===== src/rtl/traffic_input_conditioner.sv =====
// Input conditioner for the traffic light controller. It synchronizes and debounces the raw loop
// detectors and push buttons, stretches vehicle presence, latches pedestrian requests and flags stuck sensors.
module traffic_input_conditioner #(
    parameter int SYNC_STAGES     = 2,
    parameter int DEBOUNCE_CYCLES = 4,
    parameter int PRESENCE_HOLD   = 8,
    parameter int STUCK_CYCLES    = 200
) (
    input  logic       clk,
    input  logic       reset_n,
    input  logic       N_raw,
    input  logic       S_raw,
    input  logic       E_raw,
    input  logic       W_raw,
    input  logic       NS_ped_raw,
    input  logic       EW_ped_raw,
    input  logic       NS_ped_served,
    input  logic       EW_ped_served,
    output logic       N_Sensor,
    output logic       S_Sensor,
    output logic       E_Sensor,
    output logic       W_Sensor,
    output logic       NS_pedestrian_button,
    output logic       EW_pedestrian_button,
    output logic [3:0] sensor_fault
);

    localparam int NCH    = 6;
    localparam int NVEH   = 4;
    localparam int DB_W   = $clog2(DEBOUNCE_CYCLES + 1);
    localparam int HOLD_W = (PRESENCE_HOLD > 0) ? $clog2(PRESENCE_HOLD + 1) : 1;
    localparam int STK_W  = $clog2(STUCK_CYCLES + 1);

    localparam logic [DB_W-1:0]   DB_MAX    = DB_W'(DEBOUNCE_CYCLES);
    localparam logic [DB_W-1:0]   DB_ONE    = DB_W'(1);
    localparam logic [HOLD_W-1:0] HOLD_LOAD = HOLD_W'(PRESENCE_HOLD);
    localparam logic [HOLD_W-1:0] HOLD_ONE  = HOLD_W'(1);
    localparam logic [HOLD_W-1:0] HOLD_ZERO = HOLD_W'(0);
    localparam logic [STK_W-1:0]  STK_MAX   = STK_W'(STUCK_CYCLES);
    localparam logic [STK_W-1:0]  STK_ONE   = STK_W'(1);
    localparam logic [STK_W-1:0]  STK_ZERO  = STK_W'(0);

    // Channels 3..0 are vehicles N,S,E,W (matching sensor_fault), 4 = NS button, 5 = EW button.
    logic [NCH-1:0] raw_s;
    logic [1:0]     served_s;

    assign raw_s    = {EW_ped_raw, NS_ped_raw, N_raw, S_raw, E_raw, W_raw};
    assign served_s = {EW_ped_served, NS_ped_served};

    logic [SYNC_STAGES-1:0] sync_q [NCH];
    logic [SYNC_STAGES-1:0] sync_d [NCH];
    logic [NCH-1:0]         sync_s;

    logic [NCH-1:0]         db_q;
    logic [NCH-1:0]         db_d;
    logic [DB_W-1:0]        dbc_q  [NCH];
    logic [DB_W-1:0]        dbc_d  [NCH];

    logic [HOLD_W-1:0]      hold_q [NVEH];
    logic [HOLD_W-1:0]      hold_d [NVEH];
    logic [NVEH-1:0]        veh_q;
    logic [NVEH-1:0]        veh_d;

    logic [STK_W-1:0]       stk_q  [NVEH];
    logic [STK_W-1:0]       stk_d  [NVEH];
    logic [NVEH-1:0]        fault_q;
    logic [NVEH-1:0]        fault_d;

    logic [1:0]             req_q;
    logic [1:0]             req_d;

    // Synchronizer shift chains; the last stage feeds the debouncer.
    always_comb begin
        for (int i = 0; i < NCH; i++) begin
            sync_d[i] = {sync_q[i][SYNC_STAGES-2:0], raw_s[i]};
            sync_s[i] = sync_q[i][SYNC_STAGES-1];
        end
    end

    // Debouncer: the value flips only after DEBOUNCE_CYCLES consecutive disagreeing samples.
    always_comb begin
        db_d = db_q;
        for (int i = 0; i < NCH; i++) begin
            dbc_d[i] = {DB_W{1'b0}};
            if (sync_s[i] == db_q[i]) begin
                dbc_d[i] = {DB_W{1'b0}};
            end else if ((dbc_q[i] + DB_ONE) == DB_MAX) begin
                db_d[i]  = ~db_q[i];
                dbc_d[i] = {DB_W{1'b0}};
            end else begin
                dbc_d[i] = dbc_q[i] + DB_ONE;
            end
        end
    end

    // Presence stretch: a debounced fall starts the hold; a re-rise during it cancels the drop.
    always_comb begin
        veh_d = veh_q;
        for (int v = 0; v < NVEH; v++) begin
            hold_d[v] = HOLD_ZERO;
            if (db_d[v]) begin
                hold_d[v] = HOLD_ZERO;
                veh_d[v]  = 1'b1;
            end else if (db_q[v]) begin
                hold_d[v] = HOLD_LOAD;
                veh_d[v]  = (HOLD_LOAD != HOLD_ZERO);
            end else if (hold_q[v] != HOLD_ZERO) begin
                hold_d[v] = hold_q[v] - HOLD_ONE;
                veh_d[v]  = (hold_q[v] != HOLD_ONE);
            end else begin
                hold_d[v] = HOLD_ZERO;
                veh_d[v]  = 1'b0;
            end
        end
    end

    // Stuck-high detection counts completed debounced-high cycles; the fault flag never self-clears.
    always_comb begin
        fault_d = fault_q;
        for (int v = 0; v < NVEH; v++) begin
            stk_d[v] = STK_ZERO;
            if (db_q[v]) begin
                if (stk_q[v] != STK_MAX) begin
                    stk_d[v] = stk_q[v] + STK_ONE;
                end else begin
                    stk_d[v] = stk_q[v];
                end
            end else begin
                stk_d[v] = STK_ZERO;
            end
            fault_d[v] = fault_q[v] | (stk_d[v] == STK_MAX);
        end
    end

    // Pedestrian latch: served has priority, so a press coinciding with the walk counts as served.
    always_comb begin
        req_d = req_q;
        for (int p = 0; p < 2; p++) begin
            if (served_s[p]) begin
                req_d[p] = 1'b0;
            end else if (db_d[NVEH+p] && !db_q[NVEH+p]) begin
                req_d[p] = 1'b1;
            end else begin
                req_d[p] = req_q[p];
            end
        end
    end

    // State registers.
    always_ff @(posedge clk or negedge reset_n) begin
        if (!reset_n) begin
            for (int i = 0; i < NCH; i++) begin
                sync_q[i] <= {SYNC_STAGES{1'b0}};
                dbc_q[i]  <= {DB_W{1'b0}};
            end
            for (int v = 0; v < NVEH; v++) begin
                hold_q[v] <= HOLD_ZERO;
                stk_q[v]  <= STK_ZERO;
            end
            db_q    <= {NCH{1'b0}};
            veh_q   <= {NVEH{1'b0}};
            fault_q <= {NVEH{1'b0}};
            req_q   <= 2'b00;
        end else begin
            for (int i = 0; i < NCH; i++) begin
                sync_q[i] <= sync_d[i];
                dbc_q[i]  <= dbc_d[i];
            end
            for (int v = 0; v < NVEH; v++) begin
                hold_q[v] <= hold_d[v];
                stk_q[v]  <= stk_d[v];
            end
            db_q    <= db_d;
            veh_q   <= veh_d;
            fault_q <= fault_d;
            req_q   <= req_d;
        end
    end

    assign N_Sensor             = veh_q[3];
    assign S_Sensor             = veh_q[2];
    assign E_Sensor             = veh_q[1];
    assign W_Sensor             = veh_q[0];
    assign NS_pedestrian_button = req_q[0];
    assign EW_pedestrian_button = req_q[1];
    assign sensor_fault         = fault_q;

endmodule


===== config.mk =====
export PLATFORM = sky130hd
export DESIGN_NAME = traffic_input_conditioner
export DESIGN_NICKNAME = d
export VERILOG_FILES = /design/src/rtl/traffic_input_conditioner.sv
export SDC_FILE = /design/constraint.sdc
export NUM_CORES = 1
export LEC_CHECK = 0
export BUFFER_PORTS_ARGS = -buffer_cell sky130_fd_sc_hd__buf_2
export CAP_MARGIN = 20
export CORE_UTILIZATION = 30
export DETAILED_ROUTE_END_ITERATION = 10
export GPL_TIMING_DRIVEN = 0
export PLACE_DENSITY_LB_ADDON = 0.25
export REMOVE_ABC_BUFFERS = 1
export SLEW_MARGIN = 20
export SYNTH_ARGS = -nofsm -noshare
export SYNTH_HDL_FRONTEND = slang
export SYNTH_SLANG_ARGS = --single-unit
export TNS_END_PERCENT = 100

===== constraint.sdc =====
create_clock -name clk -period 1.8 [get_ports clk]
set_clock_uncertainty 0.15 [all_clocks]
set_input_delay 0.09 -clock clk [delete_from_list [all_inputs] [get_ports clk]]
set_output_delay 0.09 -clock clk [all_outputs]
set_load 0.05 [all_outputs]

# After elaboration in Yosys (flattened, before gate mapping)
# Index checks and enable logic that the tools add are counted.
[op_classes]
bitwise_logic = 10
muxes = 60
eq_ne = 24
reduce_logical = 10
n_addsub = 14
[op_table]
columns = ["operator", "count"]
rows = [
  ["2-to-1 mux 8 bit", 8],
  ["2-to-1 mux 4 bit", 12],
  ["2-to-1 mux 3 bit", 12],
  ["adder 8 x 1 -> 8 bit (second input constant)", 4],
  ["equality test 8 bit (second input constant)", 4],
  ["!= test 8 bit (second input constant)", 4],
  ["2-to-1 mux 1 bit", 28],
  ["adder 3 x 1 -> 3 bit (second input constant)", 6],
  ["equality test 3 bit (second input constant)", 6],
  ["!= test 4 x 1 -> 1 bit (second input constant)", 4],
  ["nonzero test 4 bit", 4],
  ["subtractor 4 x 1 -> 4 bit (second input constant)", 4],
  ["equality test 1 bit", 6],
  ["inverter 1 bit", 6],
  ["bitwise OR 1 bit", 4],
  ["nonzero test 2 bit", 2],
  ["logical AND 1 bit", 2],
  ["zero test 1 bit", 2],
]
[word_totals]
output_inout_bits = 10
in_bits = 10
reg_bits = 94
wordCells = 143

# Longest topological paths before layout
# Gate-level depths: netlist of run 1.
[logic_depth]
word_depth = 7
ltp_mapped = 7
ltp_nobuf = 7

# Worst setup path before layout of run 1
# No wires, ideal clock.
[synth_path]
kind = "reg-to-reg"
from = "register stk_q[0] (netlist name)"
to = "register fault_q[3] (netlist: sensor_fault[3])"
setup_slack_ps = -107
setup_time_ps = 120
arrival_time_ps = 1637
synth_period_minus_slack_ps = 1907
required_time_ps = 1530
n_path_buf = 0
stages_incl_launch_ff = 7
cell_sequence = "dfrtp_1 -> inv_1 -> ha_1 -> and4b_1 -> a31o_2 -> a311o_2 -> a41o_1"
[synth_between]
elab_chain_cells = 5
elab_cells_between_ends = 6
cone_classes = "add/sub: 1; eq/ne: 2; mux: 2; bitwise: 1"
[synth_lines]
columns = ["item", "line_no", "rtl"]
rows = [
  ["start: declaration", "64", "logic [STK_W-1:0] stk_q [NVEH];"],
  ["start signal: indexed assignment", "171", "stk_q[v] <= stk_d[v];"],
  ["adder 8 x 1 -> 8 bit or != test 8 bit (tied branches)", "124, 123", ""],
  ["2-to-1 mux 8 bit *", "123", "if (stk_q[v] != STK_MAX) begin"],
  ["2-to-1 mux 8 bit *", "122", "if (db_q[v]) begin"],
  ["equality test 8 bit *", "131", "fault_d[v] = fault_q[v] | (stk_d[v] == STK_MAX);"],
  ["bitwise OR 1 bit *", "131", ""],
  ["net fault_d[3]", "67", "logic [NVEH-1:0] fault_d;"],
  ["end signal: assignment", "162", "fault_q <= {NVEH{1'b0}};"],
  ["end signal: assignment", "175", "fault_q <= fault_d;"],
  ["end: declaration", "66", "logic [NVEH-1:0] fault_q;"],
]
# The timed path passes the listed nets; every way through them passes the cells marked *.
# A chain may end at the register's enable or synchronous reset.

# Final worst setup path of run 1
[layout_path]
from = "register stk_q[25] (netlist name)"
to = "register fault_q[0] (netlist: sensor_fault[0])"
# Same word-level chain as after synthesis.

==> flow_summary.yaml, run 1 <==
outcome:
  run_status: "complete, no violations"
critical_path:
  rr_endpoint: "sensor_fault[0]"
  reg2reg_from: "stk_q[25]"
  reg2reg_slack_ps: 30
  critical_path_class: "reg2reg"
  cp-end-kind: "flop"
  cp_data_required_time_ps: 1880
  slowest_stage: "dfrtp_1"
  worst-path-max-fanout: 5
  reg2reg_depth: 7
  cp.arrival_ps: 1850
  path_cells: "inv_2 > ha_4 > and4b_1 > nand3_4 > nand2_4 > o311a_1 > a41o_1"
  crit_path_max_incr_delay_ps: 380
  critPathLaunchType: "flop"
timing:
  rsz0062_at_grt: "yes"
  setup-violations-final: 0
  tightest_slew_ps: 464
  finalCriticalPeriod_ps: 1770
  relSlewSlack: 0.691
  setup_slack_ps: 32.8
  slew_violations: 0
  fmax_mhz: 566
  timing_hold_violations_final: 0
  fin_crit_sh: 0.982
  holdWs_ps: 92.1
global_route:
  met2_usage: 0.184
  grt_use_met1: 0.136
  grt_antenna_before_repair: 0
  track_usage: 0.114
  grt_pass1_vias: 2936
  busiest_layer: "met2"
  grt_pass1_wl_mm: 13.2
  gr-total-overflow: 0
  gr-usage-met3: 0.0365
  grt_max_degree: 49
pwr:
  irDropWorstVdd_uv: 600
  p_per_area_nw_per_um2: 1210
  power_w: 0.00640
  p_leak_nw: 2.40
synthesis:
  synth_area_leaders: "dfrtp_1 (55%), ha_1 (5.8%), xnor2_1 (5.5%), nor2_1 (3.1%), xor2_1 (3.1%)"
  yosys_register_bits: 94
  synth_top_area_frac: 0.547
  synth_top_area_cell: "dfrtp_1"
  postSynthAreaPerCell_sq_um: 11.2
  synthMostInstantiatedCell: "dfrtp_1"
  ys_types: 40
  postSynthCellCount: 385
  ys_seq_area_frac: 0.547
  yosys-top-cells-count: "dfrtp_1 (94), nor2_1 (35), xnor2_1 (27), ha_1 (20), nand3_1 (20)"
  synthFlopType: "dfrtp_1"
  synth-async-reset-ratio: 1.00
  syn-cell-area_sq_um: 4300
  synth-edff-count: 0
  yosys_warnings: 0
placed_design:
  port_buffers: 19
  place_ws_ps: -257
  gp_congestion: 0.761
  hpwl_mm: 4.79
  place_area_sq_um: 4630
die:
  dieHeight_um: 122
  num_rows: 43
  start_util: 0.309
  die_w_um: 122
  core_sq_um: 13900
  io_pins: 20
  die_area_sq_um: 14800
cts:
  cts-htree-levels: 3
  cts_buffers: 9
  cts_tree: "built"
  cts.clk_slew.worst_paths_ps: 60
  cts_root_buf: "clkbuf_16"
  clk_path_buf_depth: 2
  clk-insertion-delay-late_ps: 350
  clock-sinks: 94
routing:
  via_count: 2878
  ant_nets: 0
  wl_per_cell_um: 12.0
  routed_via_density: 4.58
  drt_iter0_markers: 121
  wirelength_mm: 7.51
  first_pass_iters: 4
  drc: 0
worst_hold_path:
  hold_class: "in2async"
final_layout:
  stdcell_area_sq_um: 5310
  diodes: 0
  nNetsFinal: 473
  drive_gt1_frac: 0.228
  layout-area-overhead-vs-synth_pct: 23.4
flow_run:
  max_cap_violations: 0
## timing repair
action,in CTS,in global routing
setup endpoints to repair,4,9
hold buffers,9,0
gates resized for setup,19,21
pin swaps,11,7
setup buffers,16,6
hold endpoints to repair,102,0
## routing by layer
layer  vias up  share of wire
met5         -              0
met4         0          0.023
met3        12          0.032
met2        32           0.48
met1      1383           0.46
li1       1451              -
## state kept, by name, indices dropped and copies added, names as in the netlist
register and cells:
stk_q 32, hold_q 16, dbc_q 18, req_q 2, veh_q 4, db_q 6
sync_d 6, sync_q 6, sensor_fault 4
## how the worst max path moves through the flow
| stage | from | end | cells past startpoint |
|---|---|---|---|
| global route | stk_q[0] | sensor_fault[3] | 7 |
| global placement | reset_n | stk_q[11] | 1 |
| CTS | stk_q[24] | sensor_fault[0] | 5 |
| detailed placement | stk_q[24] | sensor_fault[0] | 7 |
| finish | stk_q[25] | sensor_fault[0] | 7 |
| floorplan | stk_q[0] | sensor_fault[3] | 6 |
## worst max-delay path: cells and delay by family (launching register included)
family	cells	cell delay, ps
AOI/OAI and AO/OA	2	540
DFF	1	380
and+or+nand+nor	3	370
adders and majority gates	1	150
buffers and inverters	1	70
## area by class of cell
cell class	count	area, sq um
Inverter	14	52.6
Clock inverter	6	58.8
Fill cell	1363	8630
Timing Repair Buffer	51	388
Clock buffer	10	239
Tap cell	180	225
Sequential cell	94	2360
Multi-Input combinational cell	273	1980
## through the flow
step	TNS, ps	util	instances
2_1_floorplan	-272	-	381
3_3_place_gp	-44510	0.330	580
3_5_place_dp	-932	0.332	581
4_1_cts	0	0.373	622
5_1_grt	-98.6	0.381	628
6_report	0	0.381	628
## logic make-up after synthesis
kind of cell	after synthesis	share of synthesized area
adder cells (fa/ha/maj)	20	0.0582
XOR/XNOR	42	0.0856
buffers and inverters	18	0.0175
AND/OR/NAND/NOR	154	0.199
flip-flops	94	0.547
multiplexers	5	0.0125
AO/OA/AOI/OAI	52	0.0803
## report_power, final
group	internal (W)	switching, W	total [W]
clock network	0.00111	0.000786	0.00189
registers	0.00255	0.000383	0.00293
logic	0.000717	0.000856	0.00157
total	0.00438	0.00203	0.00640
## cell usage in the layout (no fill, tap or decap), types with 3 or more instances in the layout
cell type	Yosys	final
nand2_1	18	15
clkinv_2	0	4
clkbuf_16	0	9
inv_2	1	8
nor2_1	35	34
o21ai_0	12	12
a31o_2	4	3
dlygate4sd3_1	0	9
dfrtp_2	0	6
dfrtp_1	94	88
buf_4	0	21
nor2b_1	10	10
a211oi_1	4	4
nand2b_1	4	3
a41o_1	3	3
nand3_1	20	19
mux2_2	3	3
nor3_1	14	14
xnor2_1	27	27
and4b_1	3	3
a21oi_1	16	16
nand3b_1	7	7
buf_2	0	18
xor2_1	15	15
nor3b_1	6	6
ha_1	20	13
or3_1	4	4
and2_1	15	15
a31oi_1	3	3
ha_2	0	5
and3_1	11	11
inv_1	13	6
(Power assumes the default switching activity.)
==> run 2: changes to the inputs <==
- CORE_UTILIZATION: 30 -> 49
- clock period: 1.8 -> 2.13 ns (I/O delays scaled with it)
==> run 2 against run 1 <==
Net effect: sequential share of layout area grew 4.1 points; clock-buffer cell count stayed put; global-route usage up 5.7 points; cell count decreased by 15%; non-clock buffer count is 22 lower; maximum frequency shrank 12%; register-to-register slack gained 80 ps; critical path depth is the same; critical endpoint unchanged; largest power group unchanged.
==> flow_summary.yaml, run 2 (same netlist as run 1, synthesis figures left out) <==
final_layout:
  utilization: 0.582
  diodes: 0
  largest_reg_flops: 32
  fillers: 696
  layout-area-overhead-vs-synth_pct: 12.9
  stdcell_area_sq_um: 4850
  drive_gt1_frac: 0.131
  top_regs: "stk_q: 32 flops, dbc_q: 18 flops, hold_q: 16 flops"
  nNetsFinal: 451
  layout_commonest_cell: "dfrtp_1"
  fin_cells: 531
  top_register: "stk_q"
  layout_common_cells: "dfrtp_1 (90), nor2_1 (35), xnor2_1 (27)"
timing:
  slew_violations: 0
  setup_slack_ps: 117
  setup-violations-final: 0
  relSlewSlack: 0.726
  fmax_mhz: 497
  finalCriticalPeriod_ps: 2010
  tightest_slew_ps: 406
  fin_crit_sh: 0.945
  rsz0062_at_grt: "no"
  timing_hold_violations_final: 0
pwr:
  combPwrFrac: 0.235
  p_switching_w: 0.00161
  irDropWorstVdd_uv: 591
  switching_share: 0.325
  p_leak_nw: 2.25
  p_int_w: 0.00335
  p_per_area_nw_per_um2: 1020
  power_frac_seq: 0.503
  pwr-share-clk: 0.262
  power_w: 0.00496
cts:
  cts.clk_slew.worst_paths_ps: 90
  clk-insertion-delay-late_ps: 360
  cts_buffers: 9
  postCtsSetupRepairBufs: 0
  cts-htree-levels: 3
  cts_tree: "built"
  clk_path_buf_depth: 2
  cts_root_buf: "clkbuf_8"
  clock-sinks: 94
die:
  io_pins: 20
  die_w_um: 95.7
  die_area_sq_um: 9150
  start_util: 0.515
  num_rows: 33
  dieHeight_um: 95.7
  core_sq_um: 8340
critical_path:
  critPathLaunchType: "flop"
  critical_path_class: "reg2reg"
  cp-end-kind: "flop"
  worst-path-max-fanout: 7
  cp_data_required_time_ps: 2230
  cp.arrival_ps: 2120
global_route:
  grt_pass1_vias: 2753
  gr-total-overflow: 0
  grt_antenna_before_repair: 0
  grt_max_degree: 66
  grt_pass1_wl_mm: 12.0
  track_usage: 0.171
placed_design:
  port_buffers: 19
  place_ws_ps: 60.4
  dpl.cell_count: 506
  place_area_sq_um: 4540
  gp_congestion: 0.825
  hpwl_mm: 4.66
routing:
  wl_per_cell_um: 12.9
  wirelength_mm: 6.84
  drc: 0
  drt_iter0_markers: 73
  first_pass_iters: 4
  via_count: 2832
  routed_via_density: 5.33
  ant_nets: 0
worst_hold_path:
  hold_class: "in2async"
flow_run:
  max_cap_violations: 0
outcome:
  run_status: "complete, no violations"
[run 2: per-stage QoR]
stage / hold slack [ps] / setup TNS [ps]
finish: 27.5 / 0
floorplan: -339 / 0
detailed placement: -151 / 0
CTS: 14.8 / 0
global route: 52.8 / 0
global placement: 64.3 / -6640
[run 2: final timing paths]
check | from | endpoint | slack, ps | cells past startpoint
max | stk_q[24] | sensor_fault[0] | 120 | 7
min | reset_n | stk_q[28] | 30 | 2
max reg2reg | stk_q[24] | sensor_fault[0] | 120 | 7
min reg2reg | sync_d[5] | sync_q[5] | 200 | 0
max in group asynchronous | reset_n | stk_q[0] | 1200 | 3
min in group clk | sync_d[5] | sync_q[5] | 200 | 0
[run 2: final cells by class]
type / instances / area, sq um / share of cell area
inverter: 14 / 52.6 / 0.0108
multi-input combinational: 273 / 1870 / 0.386
clock buffer: 10 / 138 / 0.0284
sequential: 94 / 2360 / 0.486
tap: 105 / 131 / 0.0271
timing repair buffer: 29 / 219 / 0.0451
clock inverter: 6 / 85.1 / 0.0175
[run 2: what timing repair did]
| item | in CTS | in global routing |
|---|---|---|
| setup endpoints to repair | 0 | 3 |
| resized for setup | 0 | 4 |
| endpoints found under the hold margin | 102 | 0 |
| hold buffers | 9 | 0 |
[run 2: routing by layer]
layer  routed length, um  track usage
met5                   0            0
met4                 130       0.0920
met3                 171       0.0311
met2                3190        0.267
met1                3350        0.226
[run 2: power groups by stage]
stage / clock [W] / sequential [W] / combinational, W
detailed placement: 0 / 0.00252 / 0.00118
CTS: 0.00134 / 0.00249 / 0.00119
global route: 0.00140 / 0.00255 / 0.00135
global placement: 0 / 0.00250 / 0.00112
floorplan: 0 / 0.00258 / 0.000775
finish: 0.00130 / 0.00249 / 0.00117
[run 2: critical path, cell delays in order, from the launching register on]
cell and delay (ps):
dfrtp_2 420, inv_1 80, ha_1 200, and4b_1 210, nand3_2 140, nand2_1 110
o311a_1 390, a41o_1 210
==> run 3: changes to the inputs <==
- CORE_UTILIZATION: 49 -> 35
- CTS_CLUSTER_DIAMETER: unset -> 120
==> run 3 against run 2 <==
Net effect: combinational power barely moved; first-iteration DRC count rose by 47%; sequential cell count did not move.
==> flow_summary.yaml, run 3 (same netlist as run 1, synthesis figures left out) <==
timing:
  rsz0062_at_grt: "no"
  fin_crit_sh: 0.953
  slew_violations: 0
  relSlewSlack: 0.696
  setup-violations-final: 0
  tightest_slew_ps: 444
  holdWs_ps: 73.6
  fin_tns_setup_ps: 0
  finalCriticalPeriod_ps: 2030
  fmax_mhz: 493
  timing_hold_violations_final: 0
routing:
  ant_nets: 0
  drc: 0
  routed_via_density: 4.96
  wirelength_mm: 7.05
  wl_per_cell_um: 12.3
  via_count: 2846
  drt_iter0_markers: 107
  first_pass_iters: 4
critical_path:
  slowest_stage: "dfrtp_1"
  cp.arrival_ps: 2110
  crit_path_max_incr_delay_ps: 460
  cp_num_buf_inv: 1
  cp_data_required_time_ps: 2210
  reg2reg_from: "stk_q[0]"
  critical_path_class: "reg2reg"
  critPathLaunchType: "flop"
  crit_family: "compound AO/OA/AOI/OAI gates"
  cp-startpoint: "stk_q[0]"
  cp-end-kind: "flop"
  path_cells: "inv_1 > ha_1 > and4b_1 > a31o_2 > a311o_2 > a41o_1"
  worst-path-max-fanout: 8
cts:
  clock-sinks: 94
  cts_root_buf: "clkbuf_16"
  cts-htree-levels: 3
  clk_path_buf_depth: 2
  cts.clk_slew.worst_paths_ps: 60
  cts_tree: "built"
  cts_buffers: 9
  clk-insertion-delay-late_ps: 340
final_layout:
  fillers: 1145
  diodes: 0
  top_register: "stk_q"
  utilization: 0.413
  layout_commonest_cell: "dfrtp_1"
  nNetsFinal: 454
  top_regs: "stk_q: 32 flops, dbc_q: 18 flops, hold_q: 16 flops"
  multi_input_area_sq_um: 1870
  largest_reg_flops: 32
  ff_latch_area_sq_um: 2350
  drive_gt1_frac: 0.124
  layout_common_cells: "dfrtp_1 (92), nor2_1 (35), xnor2_1 (27)"
  layout-area-overhead-vs-synth_pct: 15.4
  stdcell_area_sq_um: 4960
pwr:
  power_frac_seq: 0.486
  irDropWorstVdd_uv: 545
  p_switching_w: 0.00163
  p_per_area_nw_per_um2: 1030
  power_w: 0.00512
  p_leak_nw: 2.29
  combPwrFrac: 0.234
  switching_share: 0.319
  pwr-share-clk: 0.280
  p_int_w: 0.00348
die:
  io_pins: 20
  die_w_um: 113
  die_area_sq_um: 12700
  core_sq_um: 12000
  num_rows: 40
  dieHeight_um: 113
  start_util: 0.358
global_route:
  busiest_layer: "met2"
  track_usage: 0.125
  gr-usage-met3: 0.0332
  met2_usage: 0.206
  grt_max_degree: 62
  gr-total-overflow: 0
  grt_use_met1: 0.152
  grt_antenna_before_repair: 0
  grt_pass1_wl_mm: 12.8
  grt_pass1_vias: 2911
outcome:
  run_status: "complete, no violations"
flow_run:
  max_cap_violations: 0
placed_design:
  place_area_sq_um: 4590
  port_buffers: 19
  gp_congestion: 0.800
  hpwl_mm: 4.68
worst_hold_path:
  hold_class: "in2async"
[run 3: cell type report]
type	instances	area share
flip-flops and latches	94	0.475
multi-input cells	273	0.377
clock buffers	12	0.0497
repair buffers	32	0.0487
well taps	147	0.0371
inverters	14	0.0106
clock inverters	2	0.00202
[run 3: final timing paths]
kind | to | slack, ps | depth (start not counted)
setup / recovery | sensor_fault[3] | 100 | 6
hold / removal | hold_q[11] | 70 | 2
setup reg to reg | sensor_fault[3] | 100 | 6
hold reg to reg | sync_q[9] | 200 | 0
max in group asynchronous | stk_q[16] | 1150 | 3
min in group clk | sync_q[9] | 200 | 0
[run 3: per-stage QoR]
step | std cells | setup slack, ps
6_report | 574 | 100
3_5_place_dp | 548 | 46.9
3_3_place_gp | 547 | -171
5_1_grt | 574 | 0.0218
4_1_cts | 571 | 27.3
2_1_floorplan | 381 | 222
[run 3: power groups by stage]
stage,Sequential [W],Clock (W),Combinational [W]
floorplan,0.00258,0,0.000775
global placement,0.00250,0,0.00112
detailed placement,0.00252,0,0.00116
CTS,0.00250,0.00150,0.00119
global route,0.00255,0.00156,0.00137
finish,0.00249,0.00143,0.00120
[run 3: what timing repair did]
item                                    4_1_cts  5_1_grt
hold buffers                                  9        0
setup buffers                                 0        3
endpoints found under the setup margin        0        2
gates resized for setup                       0        2
hold endpoints to repair                    102        0
[run 3: layer usage]
layer	vias to the layer above	share of wire
met5	-	0
met4	0	0.025
met3	13	0.028
met2	31	0.48
met1	1389	0.47
li1	1413	-
